### src/rtl/rr_port_arbiter.sv
// Round-robin arbiter for one shared selection resource: registered one-hot grant plus
// encoded select, with hold-while-requested ownership and timeout-driven rotation.
module rr_port_arbiter #(
    parameter int NUM_REQ  = 8,
    parameter int SEL_W    = 3,
    parameter int MAX_HOLD = 16
) (
    input  logic               clock,
    input  logic               reset,
    input  logic [NUM_REQ-1:0] req,
    output logic [NUM_REQ-1:0] grant,
    output logic               grant_valid,
    output logic [SEL_W-1:0]   select,
    output logic               preempt,
    output logic [4:0]         hold_cnt,
    output logic [1:0]         dbg_state
);

    typedef enum logic [1:0] {
        ST_IDLE   = 2'd0,
        ST_GRANT  = 2'd1,
        ST_REVOKE = 2'd2
    } state_t;

    localparam logic [NUM_REQ-1:0] ONE_HOT0   = NUM_REQ'(1);
    localparam bit                 PREEMPT_EN = (MAX_HOLD != 0);
    localparam logic [4:0]         HOLD_MAX   = 5'd31;

    state_t               state_q, state_d;
    logic [SEL_W-1:0]     ptr_q, ptr_d;
    logic [NUM_REQ-1:0]   grant_q, grant_d;
    logic                 grant_valid_q, grant_valid_d;
    logic [SEL_W-1:0]     select_q, select_d;
    logic                 preempt_q, preempt_d;
    logic [4:0]           hold_cnt_q, hold_cnt_d;

    // Returns {found, index}: first set bit of mask scanning upward from start, wrapping.
    // NUM_REQ is a power of two, so SEL_W-bit addition wraps modulo NUM_REQ for free.
    function automatic logic [SEL_W:0] rr_pick(input logic [NUM_REQ-1:0] mask,
                                               input logic [SEL_W-1:0]   start);
        logic             found;
        logic [SEL_W-1:0] idx;
        logic [SEL_W-1:0] win;
        found = 1'b0;
        win   = '0;
        for (int i = 0; i < NUM_REQ; i++) begin
            idx = start + SEL_W'(i);
            if (!found && mask[idx]) begin
                found = 1'b1;
                win   = idx;
            end
        end
        return {found, win};
    endfunction

    logic [SEL_W:0]     pick_ptr;
    logic [SEL_W:0]     pick_rel;
    logic [SEL_W-1:0]   next_ptr;
    logic [NUM_REQ-1:0] others;
    logic               holder_req;
    logic               timeout;

    assign next_ptr   = select_q + SEL_W'(1);
    assign others     = req & ~grant_q;
    assign holder_req = req[select_q];
    // The holder is excluded from the release search so it cannot re-win its own slot.
    assign pick_ptr   = rr_pick(req, ptr_q);
    assign pick_rel   = rr_pick(others, next_ptr);
    assign timeout    = PREEMPT_EN && (int'(hold_cnt_q) >= MAX_HOLD - 1) && (|others);

    always_comb begin
        state_d       = state_q;
        ptr_d         = ptr_q;
        grant_d       = grant_q;
        grant_valid_d = grant_valid_q;
        select_d      = select_q;
        preempt_d     = 1'b0;
        hold_cnt_d    = hold_cnt_q;

        unique case (state_q)
            ST_IDLE, ST_REVOKE: begin
                // In REVOKE, ptr already points past the preempted holder, so it ranks last.
                if (pick_ptr[SEL_W]) begin
                    grant_d       = ONE_HOT0 << pick_ptr[SEL_W-1:0];
                    select_d      = pick_ptr[SEL_W-1:0];
                    grant_valid_d = 1'b1;
                    hold_cnt_d    = '0;
                    state_d       = ST_GRANT;
                end else begin
                    grant_d       = '0;
                    grant_valid_d = 1'b0;
                    hold_cnt_d    = '0;
                    state_d       = ST_IDLE;
                end
            end
            ST_GRANT: begin
                if (holder_req) begin
                    if (timeout) begin
                        grant_d       = '0;
                        grant_valid_d = 1'b0;
                        preempt_d     = 1'b1;
                        ptr_d         = next_ptr;
                        hold_cnt_d    = '0;
                        state_d       = ST_REVOKE;
                    end else if (hold_cnt_q != HOLD_MAX) begin
                        hold_cnt_d = hold_cnt_q + 5'd1;
                    end
                end else begin
                    ptr_d      = next_ptr;
                    hold_cnt_d = '0;
                    if (pick_rel[SEL_W]) begin
                        grant_d  = ONE_HOT0 << pick_rel[SEL_W-1:0];
                        select_d = pick_rel[SEL_W-1:0];
                    end else begin
                        // select keeps its last value so the shared mux stays quiet.
                        grant_d       = '0;
                        grant_valid_d = 1'b0;
                        state_d       = ST_IDLE;
                    end
                end
            end
            default: begin
                grant_d       = '0;
                grant_valid_d = 1'b0;
                hold_cnt_d    = '0;
                state_d       = ST_IDLE;
            end
        endcase
    end

    always_ff @(posedge clock) begin
        if (reset) begin
            state_q       <= ST_IDLE;
            ptr_q         <= '0;
            grant_q       <= '0;
            grant_valid_q <= 1'b0;
            select_q      <= '0;
            preempt_q     <= 1'b0;
            hold_cnt_q    <= '0;
        end else begin
            state_q       <= state_d;
            ptr_q         <= ptr_d;
            grant_q       <= grant_d;
            grant_valid_q <= grant_valid_d;
            select_q      <= select_d;
            preempt_q     <= preempt_d;
            hold_cnt_q    <= hold_cnt_d;
        end
    end

    assign grant       = grant_q;
    assign grant_valid = grant_valid_q;
    assign select      = select_q;
    assign preempt     = preempt_q;
    assign hold_cnt    = hold_cnt_q;
    assign dbg_state   = state_q;

endmodule

### config.mk
export PLATFORM = sky130hd
export DESIGN_NAME = rr_port_arbiter
export DESIGN_NICKNAME = d
export VERILOG_FILES = /design/src/rtl/rr_port_arbiter.sv
export SDC_FILE = /design/constraint.sdc
export NUM_CORES = 1
export LEC_CHECK = 0
export BUFFER_PORTS_ARGS = -buffer_cell sky130_fd_sc_hd__buf_4
export CORE_MARGIN = 4
export CORE_UTILIZATION = 45
export DETAILED_ROUTE_END_ITERATION = 10
export PLACE_DENSITY = 0.66
export SLEW_MARGIN = 0
export SYNTH_ARGS = -nofsm -noshare
export SYNTH_HDL_FRONTEND = slang
export SYNTH_SLANG_ARGS = --single-unit
### constraint.sdc
create_clock -name clock -period 4.5 [get_ports clock]
set_clock_uncertainty 0.1 [all_clocks]
set_input_delay 1.125 -clock clock [delete_from_list [all_inputs] [get_ports clock]]
set_output_delay 1.125 -clock clock [all_outputs]
set_load 0.02 [all_outputs]
==> results of run 1 <==
==> layout by cell type (no fill, tap or decap), types with 4 or more instances in the layout <==
cell,Yosys,final
nor2_1,38,38
buf_4,2,36
mux4_2,22,22
dfxtp_1,22,22
nand2_1,21,21
nor2b_1,18,18
nand2b_1,15,15
mux2i_1,15,15
a21oi_1,15,15
nand3_1,14,14
mux2_2,10,10
inv_1,8,8
o21ai_0,8,8
a221o_1,8,8
ha_1,7,7
and3_1,6,6
o22ai_1,6,6
nor3_1,5,5
xnor2_1,5,5
a211oi_1,5,5
and2_1,5,5
nor4_1,4,4
or3_1,4,4
nor4b_1,4,4
==> sequential cells by signal, summed over array words and instances (netlist names) <==
signal	flops
hold_cnt	5
ptr_q	3
preempt	1
grant	8
dbg_state	2
select	3
==> critical path, stage by stage (launching register included) <==
cell	delay [ps]
dfxtp_1	330
inv_1	90
ha_1	620
mux4_2	560
mux2_2	300
o32a_1	320
nor3_2	290
nand2_1	90
a41oi_1	540
and3b_1	250
a211o_1	260
==> logic make-up after synthesis <==
| kind of cell | share of synthesized area |
|---|---|
| AOI/OAI and AO/OA | 0.208 |
| xor gates and xnor gates | 0.0332 |
| adders and majority gates | 0.0283 |
| buffers and inverters | 0.0469 |
| DFF | 0.142 |
| muxes | 0.268 |
| and+or+nand+nor | 0.274 |
==> per-layer routing <==
metal,vias to the layer above,GRT usage,part of all wire
met4,0,0.0327,0.0020
met5,-,0,0
li1,1419,-,-
met1,1423,0.288,0.47
met2,123,0.309,0.45
met3,2,0.0192,0.071
==> path summary, 6_finish.rpt <==
| path | start | endpoint | slack (ps) |
|---|---|---|---|
| max | ptr_q[1]$_SDFFE_PP0P_ | grant[2]$_SDFFE_PP0P_ | 650 |
| min | grant[7]$_SDFFE_PP0P_ | grant[7]$_SDFFE_PP0P_ | 460 |
| max reg2reg | ptr_q[1]$_SDFFE_PP0P_ | grant[2]$_SDFFE_PP0P_ | 650 |
| min reg2reg | grant[7]$_SDFFE_PP0P_ | grant[7]$_SDFFE_PP0P_ | 460 |
==> area by class of cell <==
class	instances	area, um^2
well taps	77	96.3
inverters	10	37.5
multi-input cells	306	2510
flip-flops and latches	22	440
repair buffers	36	270
fillers	608	3100
clock buffers	3	41.3
==> stage by stage <==
| step | setup WS [ps] | std cells |
|---|---|---|
| 2_1_floorplan | 572 | 361 |
| 3_3_place_gp | 551 | 451 |
| 3_5_place_dp | 526 | 451 |
| 4_1_cts | 664 | 454 |
| 5_1_grt | 319 | 454 |
| 6_report | 653 | 454 |
==> power groups by stage <==
stage	combinational (mW)	clock, mW	sequential, mW
2_1_floorplan	1.53	0	0.325
3_3_place_gp	1.96	0	0.314
3_5_place_dp	1.96	0	0.315
4_1_cts	1.97	0.124	0.311
5_1_grt	2.17	0.135	0.319
6_report	1.99	0.120	0.311
==> results.txt, run 1 <==
Hold Violations, Final -> 0
Overflow after GRT -> 0
GRT Resource Usage Total -> 0.194
Startpoint Class -> flop
Primary FF master, synth -> dfxtp_1
Post-CTS Setup Inserts -> 0
Post_cts resized -> 0
Worst-Margin Slew -> 866 ps
TritonRoute pass-1 iters -> 5
Synth top area share -> 0.160
P&R area growth vs syn -> 9.71%
Residual DRC -> 0
Worst hold path class -> flop to flop
Worst Path Max Fanout -> 11
Post-synthesis register bit count -> 22
Post-synthesis sequential area ratio -> 0.142
Minimum clock period -> 3850 ps
# H-tree levels -> 1
Ant diodes -> 0
Avg Synthesized Cell Area -> 8.56 um^2
Setup total negative slack -> 0 ps
Root buffer cell -> clkbuf_8
Slew Limit Fails -> 0
Placer's final routability congestion estimate -> 0.892
Number of synthesized flops with an enable pin -> 0
DRT iter0 DRCs -> 236
Detail Placement HPWL -> 6220 um
Initial Util -> 0.476
Clock latency on the worst-skew pair -> 260 ps
VDD IR-drop max -> 0.257 mV
Clk buf depth -> 2
Max-slew headroom -> 0.418
Final Cycle Share -> 0.855
IO Count -> 30
Die Wd -> 90.9 um
P_sw -> 1.26 mW
CTS tree -> yes
Cell variety after synth -> 77
Final setup vio count -> 0
Nets -> 396
Final WL -> 8180 um
Most numerous cell in the Yosys netlist -> nor2_1
Pin count of the biggest net entering global routing -> 25
Worst Setup End Kind -> flop
Syn. warnings -> 0
Syn Inst Count -> 361
Cell taking the most area after synthesis -> mux4_2
Cell Int Power -> 1.16 mW
Fmax -> 260 MHz
Hold_ws -> 456 ps
First-pass GRT wire length -> 13600 um
Routed vias -> 2967
Vias in the first global route -> 2764
Asr flop ratio synth -> 0
DR WL/cell -> 18.0 um
Sink Count -> 22
Initial antenna violation count -> 0
Post-Syn Nets -> 378
Main area contributors after synthesis -> mux4_2 16%, dfxtp_1 14%, mux2i_1 4.9%, nor2_1 4.6%, mux2_2 3.6%
PortBufs -> 29
Core footprint -> 0.00649 mm^2
Switching Fraction -> 0.522
PwrDens -> 713 mW/mm^2
Layout cells sized above 1 -> 0.236
Part of the power in registers -> 0.129
Number of routed nets with antenna violations -> 0
Comb pwr share -> 0.822
R2R depth -> 10
Status -> finished clean
Worst Path Required -> 4550 ps
Total CTS buffers -> 3
Max Cap Viol -> 0
Syn Std Cell Area -> 0.00309 mm^2
Row cnt -> 29
Drt via density -> 6.54
Post-DP Area -> 0.00335 mm^2
CTS clk-pin slew, worst paths -> 70 ps
Total power -> 2.42 mW
RSZ-0062 raised after global routing -> no
Die area -> 0.00826 mm^2
# hold bufs at CTS -> 0
CP arrival -> 3900 ps
Critical path type -> flop to flop
Hold Path Cell Cnt -> 2
DIE HEIGHT -> 90.9 um
Leakage power -> 1.29 nW
Fin area -> 0.00339 mm^2
Layout Utilization -> 0.522
Clock share of power -> 0.049
Synth cell count leaders -> 38 x nor2_1, 22 x dfxtp_1, 22 x mux4_2
Power figures use the tool's default switching activity.
==> inputs of run 2 (changes only) <==
--- a/config.mk
+++ b/config.mk
@@ -9,7 +9,7 @@
 export CORE_MARGIN = 4
 export CORE_UTILIZATION = 45
 export DETAILED_ROUTE_END_ITERATION = 10
-export PLACE_DENSITY = 0.66
+export PLACE_DENSITY = 0.69
 export SLEW_MARGIN = 0
 export SYNTH_ARGS = -nofsm -noshare
 export SYNTH_HDL_FRONTEND = slang
==> constraint.sdc (replaced) <==
create_clock -name clock -period 3.3 [get_ports clock]
set_clock_uncertainty 0.1 [all_clocks]
set_input_delay 0.825 -clock clock [delete_from_list [all_inputs] [get_ports clock]]
set_output_delay 0.825 -clock clock [all_outputs]
set_load 0.02 [all_outputs]
==> run 2 against run 1 <==
Effect of this change:
- the run now ends with negative setup slack left
- cell area increased by 30%
- hold slack improved by 12 ps
- sequential cell count unchanged
- register-to-register slack got worse by 720 ps
- cell count increased by 18%
- combinational power increased by 100%
- die area unchanged
- critical endpoint is now grant[4]$_SDFFE_PP0P_
- largest cell class unchanged
==> results.txt, run 2 (same netlist as run 1, synthesis figures left out) <==
Final Cycle Share -> 1.03
Total power -> 4.62 mW (was 2.42 mW)
Die Wd -> 90.9 um (unchanged)
Worst Setup End Kind -> flop (unchanged)
Drt via density -> 6.45 (was 6.54)
Residual DRC -> 0 (unchanged)
Critical path type -> input pin to flop (was flop to flop)
TritonRoute pass-1 iters -> 4 (was 5)
Multi-input gate area -> 0.00286 mm^2 (was 0.00251 mm^2)
Ant diodes -> 0 (unchanged)
Die area -> 0.00826 mm^2 (unchanged)
Nets -> 478 (was 396)
Final WL -> 10400 um (was 8180 um)
Minimum clock period -> 3400 ps
Critical R2R Capture -> grant[4]$_SDFFE_PP0P_ (was grant[2]$_SDFFE_PP0P_)
Hold Crit Start -> grant[7]$_SDFFE_PP0P_ (unchanged)
Failing checks -> negative setup slack
CP arrival -> 3500 ps (was 3900 ps)
Row cnt -> 29 (unchanged)
Commonest non-fill, non-tap cell in the layout -> buf_4 (was nor2_1)
R2R Setup Slk -> -70 ps (was 650 ps)
Min setup slack post-route -> -102 ps (was 653 ps)
Placed Instances -> 519 (was 451)
Worst-Margin Slew -> 659 ps (was 866 ps)
Startpoint Class -> input pin (was flop)
Worst Path Max Fanout -> 6 (was 11)
Max FFs per register -> 8 (unchanged)
# H-tree levels -> 1 (unchanged)
Clock latency on the worst-skew pair -> 260 ps (about the same)
Register area -> 452 um^2 (was 440 um^2)
Root buffer cell -> clkbuf_8 (unchanged)
DRT iter0 DRCs -> 288 (was 236)
CTS tree -> yes (unchanged)
PwrDens -> 1050 mW/mm^2 (was 713 mW/mm^2)
Status -> finished, violations left (was finished clean)
Slew Limit Fails -> 0 (unchanged)
Final setup vio count -> 6 (was 0)
Max-slew headroom -> 0.560 (was 0.418)
Number of routed nets with antenna violations -> 0 (unchanged)
Layout cells sized above 1 -> 0.465 (was 0.236)
Routed vias -> 3464 (was 2967)
CTS clk-pin slew, worst paths -> 80 ps (was 70 ps)
P&R area growth vs syn -> 42.7% (was 9.71%)
Layout Utilization -> 0.679 (was 0.522)
Filler Cells Inserted -> 494 (was 608)
Pin count of the biggest net entering global routing -> 25 (unchanged)
Hold Violations, Final -> 0 (unchanged)
Post-Layout Cell Count -> 537 (was 454)
Most frequent cells in the layout -> 110 x buf_4, 34 x nor2_1, 22 x mux4_2, 19 x nand2_1, 17 x dfxtp_1 (was 38 x nor2_1, 36 x buf_4, 22 x mux4_2, 22 x dfxtp_1, 21 x nand2_1)
Hold Path Cell Cnt -> 2 (unchanged)
PortBufs -> 29 (unchanged)
Max Cap Viol -> 0 (unchanged)
Critical R2R Launch -> ptr_q[0]$_SDFFE_PP0P_ (was ptr_q[1]$_SDFFE_PP0P_)
Vias in the first global route -> 3133 (was 2764)
Fmax -> 294 MHz
VDD IR-drop max -> 0.681 mV (was 0.257 mV)
Placer's final routability congestion estimate -> 0.938 (was 0.892)
IO Count -> 30 (unchanged)
DIE HEIGHT -> 90.9 um (unchanged)
Leakage power -> 1.77 nW (was 1.29 nW)
Detail Placement HPWL -> 7630 um (was 6220 um)
Worst Path Required -> 3400 ps (was 4550 ps)
RSZ-0062 raised after global routing -> yes (was no)
Sink Count -> 22 (unchanged)
Worst hold path class -> flop to flop (unchanged)
Total CTS buffers -> 3 (unchanged)
Initial Util -> 0.476 (unchanged)
Initial antenna violation count -> 0 (unchanged)
Setup total negative slack -> -340 ps (was 0 ps)
R2R depth -> 11 (was 10)
Overflow after GRT -> 0 (unchanged)
DR WL/cell -> 19.3 um (was 18.0 um)
Core footprint -> 0.00649 mm^2 (unchanged)
First-pass GRT wire length -> 15800 um (was 13600 um)
GRT Resource Usage Total -> 0.232 (was 0.194)
Hold Path Sink -> grant[7]$_SDFFE_PP0P_ (unchanged)
Clk buf depth -> 2 (unchanged)
-- run 2: repair_timing --
item                       4_1_cts  5_1_grt
hold buffers                     0        0
resized for setup               18       47
gates cloned                     1        0
buffers inserted                 2       11
setup endpoints to repair        9       11
pin swaps                        5       16
-- run 2: final cells by class --
type / count / area share
sequential: 22 / 0.102
timing repair buffer: 117 / 0.207
tap: 77 / 0.0218
multi-input combinational: 307 / 0.649
clock buffer: 4 / 0.0102
inverter: 10 / 0.00964
-- run 2: metal layers --
metal	GRT usage	vias to the layer above	part of all wire
li1	-	1593	-
met3	0.0242	24	0.065
met2	0.387	167	0.49
met5	0	-	0
met1	0.325	1680	0.43
met4	0.0452	0	0.020
-- run 2: worst max-delay path by stage --
stage	from	endpoint	slack [ps]
2_1_floorplan	ptr_q[0]$_SDFFE_PP0P_	grant[4]$_SDFFE_PP0P_	-290
3_3_place_gp	req[6]	grant[2]$_SDFFE_PP0P_	-320
3_5_place_dp	req[2]	grant[2]$_SDFFE_PP0P_	-430
4_1_cts	req[2]	grant[2]$_SDFFE_PP0P_	-6
5_1_grt	ptr_q[0]$_SDFFE_PP0P_	grant[4]$_SDFFE_PP0P_	-160
6_report	req[7]	grant[4]$_SDFFE_PP0P_	-100
-- run 2: worst max-delay path: stages --
cell and delay, ps:
buf_4 140, buf_4 150, mux4_2 540, buf_4 180, mux2_2 300, nor2_1 280, nand3_1 180, a2bb2oi_4 210
or3b_4 390, nor3b_2 180, a221o_1 120
-- run 2: stage by stage --
stage                     cell area (um^2)  hold slack [ps]  setup WS (ps)
after floorplan                       3200              448           -289
after global placement                3930              445           -321
after detailed placement              3930              452           -428
after CTS                             4100              463          -6.44
after global routing                  4410              491           -157
final                                 4410              468           -102
-- run 2: power by group --
group          leakage, nW  internal (mW)  total [mW]  switching [mW]
Combinational         1.57           1.99        4.01            2.02
Clock               0.0228         0.0859       0.167          0.0814
Sequential           0.182          0.333       0.437           0.104
Total                 1.77           2.41        4.62            2.21
